File: config.mk
export PLATFORM = sky130hd
export DESIGN_NAME = ahb3lite_sram_arbiter
export DESIGN_NICKNAME = d
export VERILOG_FILES = /design/src/rtl/ahb3lite_pkg.sv /design/src/rtl/ahb3lite_sram_arbiter_arb.sv /design/src/rtl/ahb3lite_sram_arbiter.sv
export SDC_FILE = /design/constraint.sdc
export NUM_CORES = 1
export LEC_CHECK = 0
export CORE_MARGIN = 5
export CORE_UTILIZATION = 41
export DETAILED_ROUTE_END_ITERATION = 8
export GPL_TIMING_DRIVEN = 0
export HOLD_SLACK_MARGIN = 0.08
export PLACE_DENSITY = 0.8
export SLEW_MARGIN = 20
export SYNTH_ARGS = -nofsm -noshare
export SYNTH_HDL_FRONTEND = slang
export SYNTH_SLANG_ARGS = --single-unit
export TNS_END_PERCENT = 20
File: constraint.sdc
create_clock -name HCLK -period 3.02 [get_ports HCLK]
set_input_delay 0.302 -clock HCLK [delete_from_list [all_inputs] [get_ports HCLK]]
set_output_delay 0.302 -clock HCLK [all_outputs]
set_load 0.01 [all_outputs]
File: src/rtl/ahb3lite_pkg.sv
// Shared AHB3-Lite encodings and the arbiter FSM state type.
package ahb3lite_pkg;

  typedef enum logic [1:0] {
    IDLE   = 2'b00,
    BUSY   = 2'b01,
    NONSEQ = 2'b10,
    SEQ    = 2'b11
  } htrans_t;

  localparam logic [2:0] HBURST_SINGLE = 3'b000;

  localparam logic [2:0] HSIZE_BYTE  = 3'b000;
  localparam logic [2:0] HSIZE_HWORD = 3'b001;
  localparam logic [2:0] HSIZE_WORD  = 3'b010;
  localparam logic [2:0] HSIZE_DWORD = 3'b011;

  localparam logic [3:0] HPROT_DEFAULT = 4'b0011;

  typedef enum logic [1:0] {
    ST_IDLE,
    ST_ADDR,
    ST_DATA,
    ST_RESP
  } arb_state_t;

  // Low-address bits that must be zero for a transfer of 2^size bytes.
  function automatic logic [7:0] size_mask(input logic [2:0] size);
    return ~(8'hFF << size);
  endfunction

endpackage

File: src/rtl/ahb3lite_sram_arbiter_arb.sv
// Two-client round-robin grant: a lone requester wins, otherwise the client
// that did not win the previous grant.
module ahb_rr_arb2 (
  input  logic       clk,
  input  logic       rst,
  input  logic [1:0] req_valid,
  input  logic       update,
  output logic       gnt
);

  logic last_gnt;

  // Grant decision from the current requests and the previous winner
  always_comb begin
    gnt = ~last_gnt;
    if (req_valid == 2'b01) begin
      gnt = 1'b0;
    end else if (req_valid == 2'b10) begin
      gnt = 1'b1;
    end
  end

  // Remember the winner; reset to 1 so client 0 wins the first contest
  always_ff @(posedge clk) begin
    if (rst) begin
      last_gnt <= 1'b1;
    end else if (update) begin
      last_gnt <= gnt;
    end
  end

endmodule

File: src/rtl/ahb3lite_sram_arbiter.sv
// AHB3-Lite master front end sharing one SRAM slave between two request/done
// clients. One SINGLE transfer at a time; misaligned or oversize requests are
// answered locally without touching the bus.
module ahb3lite_sram_arbiter
  import ahb3lite_pkg::*;
#(
  parameter int HADDR_SIZE = 32,
  parameter int HDATA_SIZE = 32
) (
  input  logic                        HCLK,
  input  logic                        HRESET,
  input  logic [1:0]                  req_valid,
  input  logic [1:0]                  req_write,
  input  logic [1:0][HADDR_SIZE-1:0]  req_addr,
  input  logic [1:0][2:0]             req_size,
  input  logic [1:0][HDATA_SIZE-1:0]  req_wdata,
  output logic [1:0]                  req_done,
  output logic                        req_err,
  output logic [HDATA_SIZE-1:0]       req_rdata,
  output logic [HADDR_SIZE-1:0]       HADDR,
  output logic [1:0]                  HTRANS,
  output logic                        HWRITE,
  output logic [2:0]                  HSIZE,
  output logic [2:0]                  HBURST,
  output logic [3:0]                  HPROT,
  output logic [HDATA_SIZE-1:0]       HWDATA,
  input  logic [HDATA_SIZE-1:0]       HRDATA,
  input  logic                        HREADY,
  input  logic                        HRESP
);

  // Largest legal HSIZE for the data bus width (2 for 32 bit, 3 for 64 bit).
  localparam logic [2:0] MAX_SIZE = 3'($clog2(HDATA_SIZE / 8));

  arb_state_t             state;
  htrans_t                htrans_q;
  logic                   gnt;
  logic                   gnt_q;
  logic                   arb_update;
  logic [HDATA_SIZE-1:0]  wdata_q;

  function automatic logic is_illegal(input logic [2:0] size, input logic [7:0] addr_lo);
    return (size > MAX_SIZE) || ((addr_lo & size_mask(size)) != 8'd0);
  endfunction

  function automatic logic [1:0] onehot(input logic client);
    return client ? 2'b10 : 2'b01;
  endfunction

  assign arb_update = (state == ST_IDLE) && (|req_valid);

  ahb_rr_arb2 u_arb (
    .clk       (HCLK),
    .rst       (HRESET),
    .req_valid (req_valid),
    .update    (arb_update),
    .gnt       (gnt)
  );

  assign HTRANS = htrans_q;
  assign HBURST = HBURST_SINGLE;
  assign HPROT  = HPROT_DEFAULT;

  // Arbitration / transfer FSM; every bus and client output is a register here
  always_ff @(posedge HCLK) begin
    if (HRESET) begin
      state     <= ST_IDLE;
      htrans_q  <= IDLE;
      HADDR     <= '0;
      HWRITE    <= 1'b0;
      HSIZE     <= '0;
      HWDATA    <= '0;
      req_done  <= 2'b00;
      req_err   <= 1'b0;
      req_rdata <= '0;
      gnt_q     <= 1'b0;
    end else begin
      case (state)
        ST_IDLE: begin
          if (|req_valid) begin
            gnt_q <= gnt;
            if (is_illegal(req_size[gnt], req_addr[gnt][7:0])) begin
              // Answer immediately; the bus never sees this request.
              req_done <= onehot(gnt);
              req_err  <= 1'b1;
              state    <= ST_RESP;
            end else begin
              HADDR    <= req_addr[gnt];
              HSIZE    <= req_size[gnt];
              HWRITE   <= req_write[gnt];
              wdata_q  <= req_wdata[gnt];
              htrans_q <= NONSEQ;
              state    <= ST_ADDR;
            end
          end
        end
        ST_ADDR: begin
          if (HREADY) begin
            htrans_q <= IDLE;
            HWDATA   <= wdata_q;
            state    <= ST_DATA;
          end
        end
        ST_DATA: begin
          // First ERROR cycle has HREADY low and simply extends this state.
          if (HREADY) begin
            if (!HWRITE) begin
              req_rdata <= HRDATA;
            end
            req_err  <= HRESP;
            req_done <= onehot(gnt_q);
            state    <= ST_RESP;
          end
        end
        ST_RESP: begin
          req_done <= 2'b00;
          state    <= ST_IDLE;
        end
        default: begin
          state <= ST_IDLE;
        end
      endcase
    end
  end

endmodule

==> flow_summary.yaml, run 1 <==
cts:
  htree_num_levels: 4
  post_cts_resized: 0
  cts.sink_count: 140
  hold_buffers: 0
  cts-root-buf: "clkbuf_16"
  post_cts_buffers: 0
  cts_tree: "yes"
  path_clk_slew_ns: 0.06
  cts_made_buffers: 17
  clock_latency_ns: 0.42
  clock_path_buffers: 2
yosys:
  synth-main-ff-cell: "dfxtp_1"
  netlist_area_sq_mm: 0.00589
  synth-seq-cells: 140
  synth.distinct_cells: 42
  synth_area_per_cell_sq_um: 10.5
  ys_seq_area_share_pct: 53.0
  synth_edf_count: 32
  synthArstFlopShare_pct: 0
  synth_warnings: 0
  netlist_instances: 562
power_and_ir_drop:
  cellLeakagePower_nw: 3.52
  powerDensity_mw_per_mm2: 671
  peakVddDrop_v: 0.000396
  power_w: 0.00643
  swShare_pct: 27.3
  p_int_w: 0.00468
  p_clk_share_pct: 37.4
  pwr-share-comb_pct: 27.0
  p_seq_share_pct: 35.6
  switchingPower_w: 0.00176
die:
  num_rows: 43
  initial_core_util_pct: 42.1
  ios: 286
  die-area_sq_mm: 0.0169
  core-area_sq_mm: 0.0140
  fp.dieW_microns: 130
  die_h_microns: 130
detailed_routing:
  drt-total-wl_mm: 17.6
  drt-initial-drc-count: 148
  wl_per_cell_microns: 16.6
  drtPass1Iterations: 4
  num_vias: 5128
  ant_nets: 0
  dr.max_layer_used: "met4"
  vias_per_cell: 4.85
  drt-met1-wl_mm: 6.78
  dr_wl_met3_mm: 1.62
  drc_errors: 0
  wl_met2_mm: 8.81
grt:
  grt_max_degree: 33
  grt_pass1_wl_mm: 26.2
  grt_usage_pct: 20.3
  grt_pass1_vias: 5164
  antenna_found_initial: 0
  overflow: 0
critical_path:
  setup.worst_path.end_class: "flip-flop"
  critPathRequiredTime_ns: 3.07
  cp-start-kind: "primary input"
  rr_startpoint: "u_arb.last_gnt$_SDFFE_PP1P_"
  worstSetupPathType: "primary input to flip-flop"
  arrival_ns: 2.92
  rrSetupSlack_ns: 0.28
  reg2regPathDepth: 8
  crit_fanout: 32
  r2r-end: "wdata_q[29]$_DFFE_PP_"
run:
  cap_viol_max_count: 0
timing:
  slew_viol_final: 0
  post-route-period-util_pct: 95.1
  max_slew_margin_pct: 48.7
  period_minus_slack_ns: 2.87
  fin_skew_ns: 0.00811
  rsz0062_at_grt: "no"
  setup_violations: 0
  worst_pin_slew_ns: 0.770
  hold_viol_final: 0
  fmax_mhz: 348
cells_and_area:
  nNetsFinal: 1043
  stdcell_area_sq_mm: 0.00959
  diodes: 0
  drive_above_1_share_pct: 13.6
  areaGrowthSynthToFinish_pct: 62.8
min_path:
  worstHoldStart: "HRDATA[20]"
  whs_endpoint: "req_rdata[20]$_SDFFE_PP0P_"
  hold_depth: 3
  hold_path.class: "primary input to flip-flop"
run_status:
  status: "finished, final reports clean"
place:
  gp_congestion: 0.799
  io_buffers: 277
  place_area_sq_mm: 0.00891
  hpwlAfterDp_mm: 13.3
-- cells by family after synthesis --
kind of cell | after synthesis | synth area share, %
AO/OA/AOI/OAI | 126 | 16.9
buffers and inverters | 52 | 4.73
adder cells (fa/ha/maj) | 6 | 1.25
other | 2 | 0.127
AND/OR/NAND/NOR | 168 | 11.3
flip-flops | 140 | 53.0
multiplexers | 68 | 12.7
-- power by group through the flow --
stage	clock network [W]	registers [W]	logic [W]
6_report	0.00241	0.00229	0.00174
5_1_grt	0.00252	0.00232	0.00189
4_1_cts	0.00244	0.00229	0.00176
3_5_place_dp	0	0.00232	0.00175
3_3_place_gp	0	0.00232	0.00173
2_1_floorplan	0	0.00239	0.000850
-- metrics by stage --
stage	setup slack [ns]	cells	util [%]	hold WS (ns)	setup TNS, ns
2_1_floorplan	0.589	568	-	0.404	0
3_3_place_gp	-0.343	1025	63.7	0.441	-10.93
3_5_place_dp	-0.381	1025	63.7	0.446	-12.13
4_1_cts	0.0474	1057	68.6	0.413	0
5_1_grt	0.0111	1057	68.6	0.433	0
6_report	0.147	1057	68.6	0.435	0
-- critical path, cell delays in order --
cell	delay, ns
clkdlybuf4s50_1	0.56
inv_2	0.06
maj3_2	0.30
buf_6	0.16
mux2i_2	0.37
o21ai_2	0.19
a21boi_4	0.24
nand2_2	0.15
buf_6	0.19
clkinv_2	0.40
-- flip-flops by register name, indices dropped and copies added (netlist names) --
name            cells
HADDR              32
HSIZE               3
HTRANS              1
HWDATA             32
HWRITE              1
gnt_q               1
req_done            2
req_err             1
req_rdata          32
state               2
u_arb.last_gnt      1
wdata_q            32
-- cell usage after synthesis, types with 2 or more instances --
| library cell | n | share of area, % |
|---|---|---|
| inv_2 | 2 | 0.13 |
| buf_4 | 8 | 1.0 |
| buf_1 | 2 | 0.13 |
| mux2i_1 | 33 | 5.6 |
| buf_6 | 7 | 1.3 |
| a311oi_1 | 5 | 0.74 |
| nor3_1 | 2 | 0.17 |
| clkbuf_1 | 27 | 1.7 |
| a21o_1 | 2 | 0.25 |
| nor2b_1 | 2 | 0.21 |
| nand3_1 | 2 | 0.17 |
| nor2_1 | 14 | 0.89 |
| conb_1 | 2 | 0.13 |
| or2_2 | 2 | 0.21 |
| a31oi_1 | 3 | 0.32 |
| mux2i_4 | 2 | 0.76 |
| edfxtp_1 | 32 | 16 |
| mux2_2 | 32 | 6.1 |
| o211ai_1 | 3 | 0.38 |
| a21oi_1 | 73 | 6.2 |
| o2bb2ai_2 | 29 | 7.4 |
| o2bb2ai_1 | 2 | 0.30 |
| o21ai_0 | 3 | 0.25 |
| nand2_1 | 140 | 8.9 |
| dfxtp_1 | 108 | 37 |
| ha_1 | 5 | 1.1 |
| inv_1 | 5 | 0.32 |
-- cells in the final DEF, fill, tap and decap left out, types with 2 or more instances in the layout --
cell type,synthesis,layout
a21o_1,2,2
a21oi_1,73,73
a311oi_1,5,5
a31oi_1,3,3
buf_1,2,2
buf_4,8,8
buf_6,7,7
bufinv_16,0,7
clkbuf_1,27,29
clkbuf_16,0,17
clkdlybuf4s50_1,0,277
clkinv_2,0,3
clkinvlp_4,0,3
conb_1,2,8
dfxtp_1,108,108
edfxtp_1,32,32
ha_1,5,5
inv_1,5,5
mux2_2,32,32
mux2i_1,33,33
mux2i_4,2,2
nand2_1,140,140
nand3_1,2,2
nor2_1,14,14
nor2b_1,2,2
nor3_1,2,2
o211ai_1,3,3
o21ai_0,3,3
o2bb2ai_1,2,2
o2bb2ai_2,29,29
or2_2,2,2
-- routing by layer --
metal / vias to the layer above / track usage, %
met2: 200 / 35.9
li1: 2554 / -
met1: 2347 / 22.4
met3: 27 / 7.45
met4: 0 / 7.70
met5: - / 0
-- cell type report --
type,count,area (sq um)
tap,180,225
fill,1115,4390
buffer,45,253
timing repair buffer,277,2770
multi-input combinational,376,2510
clock buffer,19,433
clock inverter,13,246
inverter,7,27.5
sequential,140,3120
-- how the worst max path moves through the flow --
stage	from	slack (ns)	to	depth (start not counted)
final	req_valid[1]	0.15	wdata_q[29]$_DFFE_PP_	10
after global routing	req_valid[1]	0.01	wdata_q[29]$_DFFE_PP_	10
after CTS	req_valid[1]	0.05	wdata_q[30]$_DFFE_PP_	10
after detailed placement	req_valid[1]	-0.38	wdata_q[0]$_DFFE_PP_	10
after global placement	req_valid[1]	-0.34	wdata_q[0]$_DFFE_PP_	10
after floorplan	u_arb.last_gnt$_SDFFE_PP1P_	0.59	wdata_q[0]$_DFFE_PP_	8
Note: power is estimated with default switching activity, not from simulation.
==> inputs of run 2 (changes only) <==
CORE_UTILIZATION = 42   (was 41)
SYNTH_HIERARCHICAL = 1   (was not set)
clock period = 2.81 ns   (was 3.02 ns; I/O delays follow)
==> run 2 against run 1 <==
Effect of this change: largest power group is now registers; highest routed layer unchanged; critical path depth increased by 1; routed wire length increased by 11%; first-iteration DRC count rose by 140%.
==> flow_summary.yaml, run 2 <==
timing:
  period_minus_slack_ns: 2.48
  fin_skew_ns: 0.0102
  max_slew_margin_pct: 49.0
  post-route-period-util_pct: 88.1
  hold_viol_final: 0
  fmax_mhz: 404
  slew_viol_final: 0
  worst_pin_slew_ns: 0.765
  rsz0062_at_grt: "no"
  setup_violations: 0
critical_path:
  arrival_ns: 2.60
  critPathRequiredTime_ns: 2.94
  crit_fanout: 10
  cp-start-kind: "primary input"
  setup.worst_path.end_class: "flip-flop"
  worstSetupPathType: "primary input to flip-flop"
  rr_startpoint: "u_arb/last_gnt$_SDFFE_PP1P_"
  startpoint: "req_valid[1]"
  reg2regPathDepth: 9
  r2r-end: "wdata_q[17]$_DFFE_PP_"
  rrSetupSlack_ns: 0.61
detailed_routing:
  num_vias: 5709
  drt-total-wl_mm: 19.4
  vias_per_cell: 4.99
  drc_errors: 0
  wl_per_cell_microns: 17.0
  drtPass1Iterations: 5
  ant_nets: 0
  drt-initial-drc-count: 357
cts:
  cts_tree: "yes"
  clock_path_buffers: 2
  cts-root-buf: "clkbuf_16"
  path_clk_slew_ns: 0.06
  cts_made_buffers: 17
  cts.sink_count: 140
  hold_buffers: 0
  htree_num_levels: 4
  clock_latency_ns: 0.42
yosys:
  synth_warnings: 6
  synth_largest_area_cell: "dfxtp_1"
  synth_edf_count: 32
  yosysTopAreaCellShare_pct: 34.5
  synth.most_common_cell: "nand2_1"
  synth-main-ff-cell: "dfxtp_1"
  netlist_area_sq_mm: 0.00626
  ys_seq_area_share_pct: 49.9
  synth.distinct_cells: 40
  synthArstFlopShare_pct: 0
  synth-seq-cells: 140
  synth_area_per_cell_sq_um: 9.77
  synth_common_cells: "nand2_1 (134), dfxtp_1 (108), a21oi_1 (69)"
  netlist_instances: 641
  synth_area_leaders: "dfxtp_1 (35%), edfxtp_1 (15%), mux2_2 (12%), nand2_1 (8.0%), a211oi_2 (5.8%)"
place:
  io_buffers: 277
  hpwlAfterDp_mm: 14.8
  placedCellCount: 1109
  gp_congestion: 0.854
grt:
  grt_max_degree: 19
  overflow: 0
  grt_pass1_wl_mm: 29.9
  grt_pass1_vias: 5633
  grt_usage_pct: 21.5
  antenna_found_initial: 0
die:
  die-area_sq_mm: 0.0174
  core-area_sq_mm: 0.0146
  initial_core_util_pct: 42.9
  num_rows: 44
  fp.dieW_microns: 132
  ios: 286
  die_h_microns: 132
power_and_ir_drop:
  power_w: 0.00711
  cellLeakagePower_nw: 3.48
  powerDensity_mw_per_mm2: 713
  peakVddDrop_v: 0.000561
cells_and_area:
  fillCellCount: 1169
  nNetsFinal: 1127
  finalNonFillerCells: 1145
  drive_above_1_share_pct: 17.9
  utilization_pct: 68.3
  diodes: 0
  areaGrowthSynthToFinish_pct: 59.2
  final_common_cell: "clkdlybuf4s50_1"
  final_cell_mix: "clkdlybuf4s50_1 (277), nand2_1 (134), dfxtp_1 (108), a21oi_1 (69), mux2_2 (67)"
run_status:
  status: "finished, final reports clean"
min_path:
  worstHoldStart: "HRDATA[13]"
  hold_depth: 3
  hold_path.class: "primary input to flip-flop"
  whs_endpoint: "req_rdata[13]$_SDFFE_PP0P_"
run:
  cap_viol_max_count: 0
[run 2: cell types whose count changed after synthesis, moves of 4 or more]
cell,delta
a211oi_1,+41
mux2i_1,-33
inv_1,+33
a211oi_2,+29
a311oi_1,-4
a21oi_1,-4
buf_2,+20
nand2_1,-6
o2bb2ai_2,-29
mux2_2,+35
[run 2: metrics by stage]
stage	TNS (ns)	area (sq um)	setup WS (ns)	hold WS (ns)
floorplan	0	6290	0.172	0.375
finish	0	9970	0.334	0.410
CTS	0	9940	0.158	0.393
global route	0	9970	0.221	0.406
detailed placement	-5.96	9320	-0.257	0.445
global placement	-30.93	9290	-0.968	0.440
[run 2: worst max-delay path by stage]
stage,endpoint,slack (ns),cells after the start
finish,wdata_q[17]$_DFFE_PP_,0.33,11
global route,wdata_q[17]$_DFFE_PP_,0.22,11
CTS,wdata_q[0]$_DFFE_PP_,0.16,11
detailed placement,wdata_q[10]$_DFFE_PP_,-0.26,11
global placement,wdata_q[10]$_DFFE_PP_,-0.97,10
floorplan,wdata_q[0]$_DFFE_PP_,0.17,9
[run 2: cell type report]
type	count	area [sq um]	area share, %
Timing Repair Buffer	282	2830	28.4
Inverter	39	146	1.47
Clock buffer	21	460	4.62
Clock inverter	11	158	1.58
Sequential cell	140	3120	31.3
Tap cell	184	230	2.31
Multi-Input combinational cell	409	2710	27.2
Buffer	59	312	3.13
[run 2: what timing repair did]
item                                   CTS  global route
setup buffers                            0             4
gates resized for setup                  0             0
endpoints found under the hold margin    0             0
setup endpoints to repair                0            11
[run 2: logic make-up after synthesis]
group	Yosys count	synth area share, %
compound gates	158	18.5
fa+ha+maj	5	0.999
buf+inv	98	7.31
flops	140	49.9
mux	67	12.1
other cells	2	0.120
simple gates	171	11.1
[run 2: critical path: stages]
cell and delay [ns]:
clkdlybuf4s50_1 0.61, nand2b_1 0.11, a21oi_1 0.16, buf_4 0.19, and2b_1 0.17, o21ai_2 0.12
a21o_1 0.21, buf_6 0.15, buf_6 0.16, nor2_4 0.22, buf_4 0.21
[run 2: metal layers]
metal | part of all wire [%] | global-route usage, % | wire, microns
met5 | 0 | 0 | 0
met1 | 41 | 25.4 | 7930
met2 | 51 | 37.6 | 9850
met3 | 6.7 | 5.95 | 1300
met4 | 1.9 | 6.91 | 362
[run 2: report_power, final]
group / internal, W / switching (W) / leakage [nW]
Clock: 0.00145 / 0.000872 / 0.294
Combinational: 0.00115 / 0.00114 / 2.02
Sequential: 0.00235 / 0.000138 / 1.17
Total: 0.00496 / 0.00215 / 3.48
==> inputs of run 3 (changes only) <==
CORE_UTILIZATION = 43   (was 42)
CTS_BUF_LIST = sky130_fd_sc_hd__clkbuf_2   (was not set)
PLACE_DENSITY = 0.82   (was 0.8)
==> run 3 against run 2 <==
Effect of this change: worst hold slack worse by 0.20 ns; non-clock buffer count up 29; combinational power about the same; maximum frequency up 4.4%; core utilization up 0.39 points; cell count up 2.7%; via count up 1.6%; global-route usage up 1.4 points; sequential power about the same; setup slack better by 0.10 ns.
==> flow_summary.yaml, run 3 (synthesis results as in run 2) <==
run_status:
  status: "finished, final reports clean"
timing:
  slew_viol_final: 0
  worst_pin_slew_ns: 0.725
  hold_viol_final: 0
  setup_violations: 0
  post-route-period-util_pct: 84.4
  max_slew_margin_pct: 51.7
  setup_ws_ns: 0.439
  period_minus_slack_ns: 2.37
  fin_skew_ns: 0.0232
  fmax_mhz: 422
  rsz0062_at_grt: "no"
die:
  fp.dieW_microns: 131
  ios: 286
  initial_core_util_pct: 43.4
  num_rows: 44
  die_h_microns: 131
  die-area_sq_mm: 0.0171
  core-area_sq_mm: 0.0144
cells_and_area:
  areaGrowthSynthToFinish_pct: 58.3
  stdcell_area_sq_mm: 0.00991
  drive_above_1_share_pct: 17.0
  final_cell_mix: "clkdlybuf4s50_1 (277), nand2_1 (134), dfxtp_1 (108), a21oi_1 (69), mux2_2 (67)"
  finalNonFillerCells: 1176
  final_common_cell: "clkdlybuf4s50_1"
  nNetsFinal: 1156
critical_path:
  crit_fanout: 21
  setup.worst_path.end_class: "flip-flop"
  rrSetupSlack_ns: 0.44
  worstSetupPathType: "flip-flop to flip-flop"
  reg2regPathDepth: 9
  arrival_ns: 2.84
  rr_startpoint: "u_arb/last_gnt$_SDFFE_PP1P_"
  critPathRequiredTime_ns: 3.27
  cp-start-kind: "flip-flop"
  r2r-end: "wdata_q[26]$_DFFE_PP_"
detailed_routing:
  num_vias: 5800
  drt-initial-drc-count: 232
  vias_per_cell: 4.93
  ant_nets: 0
  drc_errors: 0
  wl_per_cell_microns: 16.7
  drt-total-wl_mm: 19.6
  drtPass1Iterations: 5
place:
  gp_congestion: 0.828
  dp_slack_ns: -0.234
  io_buffers: 277
  place_area_sq_mm: 0.00932
  placedCellCount: 1109
  hpwlAfterDp_mm: 14.5
cts:
  cts_made_buffers: 17
  clock_latency_ns: 0.74
  cts_tree: "yes"
  cts.sink_count: 140
  clock_path_buffers: 2
  path_clk_slew_ns: 0.20
  htree_num_levels: 4
  cts-root-buf: "clkbuf_2"
min_path:
  whs_endpoint: "wdata_q[12]$_DFFE_PP_"
  hold_depth: 2
  worstHoldStart: "req_wdata[12]"
  hold_path.class: "primary input to flip-flop"
power_and_ir_drop:
  peakVddDrop_v: 0.000301
  powerDensity_mw_per_mm2: 611
  cellLeakagePower_nw: 3.45
  power_w: 0.00606
grt:
  antenna_found_initial: 2
  grt_pass1_wl_mm: 30.2
  grt_usage_pct: 22.9
  grt_max_degree: 22
  grt_pass1_vias: 5958
  overflow: 0
run:
  cap_viol_max_count: 0
==> run 3: cell types whose count changed in the layout (fill, tap and decap cells not counted) <==
cell	before	now
inv_6	2	3
clkbuf_2	0	17
dlygate4sd3_1	0	33
clkbuf_16	17	0
clkinv_4	4	2
clkinv_1	0	2
diode_2	0	2
clkbuf_8	2	0
clkinv_2	0	3
clkbuf_1	27	25
buf_4	13	9
==> run 3: what timing repair did <==
| action | in CTS | in global routing |
|---|---|---|
| gates resized for setup | 0 | 0 |
| hold endpoints to repair | 33 | 0 |
| hold buffers | 33 | 0 |
| buffers inserted | 0 | 0 |
==> run 3: cell type report <==
class	instances	area, sq um
antenna	2	5.00
buffer	59	312
clock buffer	17	85.1
clock inverter	15	171
fill	1141	4510
inverter	39	146
multi-input combinational	409	2710
sequential	140	3120
tap	184	230
timing repair buffer	311	3130
==> run 3: worst max-delay path, stage by stage (launching register included) <==
cell     delay, ns
dfxtp_1       0.39
a21oi_1       0.07
buf_4         0.17
nor2_1        0.15
o21ai_1       0.20
a21o_1        0.22
buf_6         0.15
buf_6         0.16
nor2_4        0.37
buf_16        0.23
==> run 3: worst max path at each step <==
| stage | startpoint | to | slack [ns] | cells after the start |
|---|---|---|---|---|
| floorplan | req_valid[0] | wdata_q[0]$_DFFE_PP_ | 0.17 | 9 |
| global placement | req_valid[1] | wdata_q[28]$_DFFE_PP_ | -0.97 | 10 |
| detailed placement | req_valid[1] | wdata_q[28]$_DFFE_PP_ | -0.23 | 11 |
| CTS | u_arb/last_gnt$_SDFFE_PP1P_ | wdata_q[26]$_DFFE_PP_ | 0.42 | 9 |
| global route | state[1]$_SDFFE_PP0P_ | wdata_q[26]$_DFFE_PP_ | 0.29 | 9 |
| finish | u_arb/last_gnt$_SDFFE_PP1P_ | wdata_q[26]$_DFFE_PP_ | 0.44 | 9 |
==> run 3: where the power goes <==
| group | internal, W | leakage (nW) | total (W) | switching, W |
|---|---|---|---|---|
| combinational | 0.00118 | 2.13 | 0.00230 | 0.00112 |
| clock | 0.000496 | 0.150 | 0.00127 | 0.000776 |
| sequential | 0.00235 | 1.17 | 0.00249 | 0.000141 |
| total | 0.00402 | 3.45 | 0.00606 | 0.00204 |
==> run 3: metrics by stage <==
stage / setup TNS, ns / utilization, % / hold slack [ns]
after floorplan: 0 / - / 0.375
after global placement: -31.13 / 64.4 / 0.441
after detailed placement: -5.58 / 64.6 / 0.443
after CTS: 0 / 68.7 / 0.129
after global routing: 0 / 68.7 / 0.111
final: 0 / 68.7 / 0.210
==> run 3: per-layer routing <==
| metal | up-vias | part of all wire, % | track usage [%] |
|---|---|---|---|
| met5 | - | 0 | 0 |
| met4 | 0 | 4.3 | 11.3 |
| met3 | 52 | 8.0 | 7.52 |
| met2 | 213 | 50 | 39.4 |
| met1 | 2650 | 38 | 25.5 |
| li1 | 2885 | - | - |
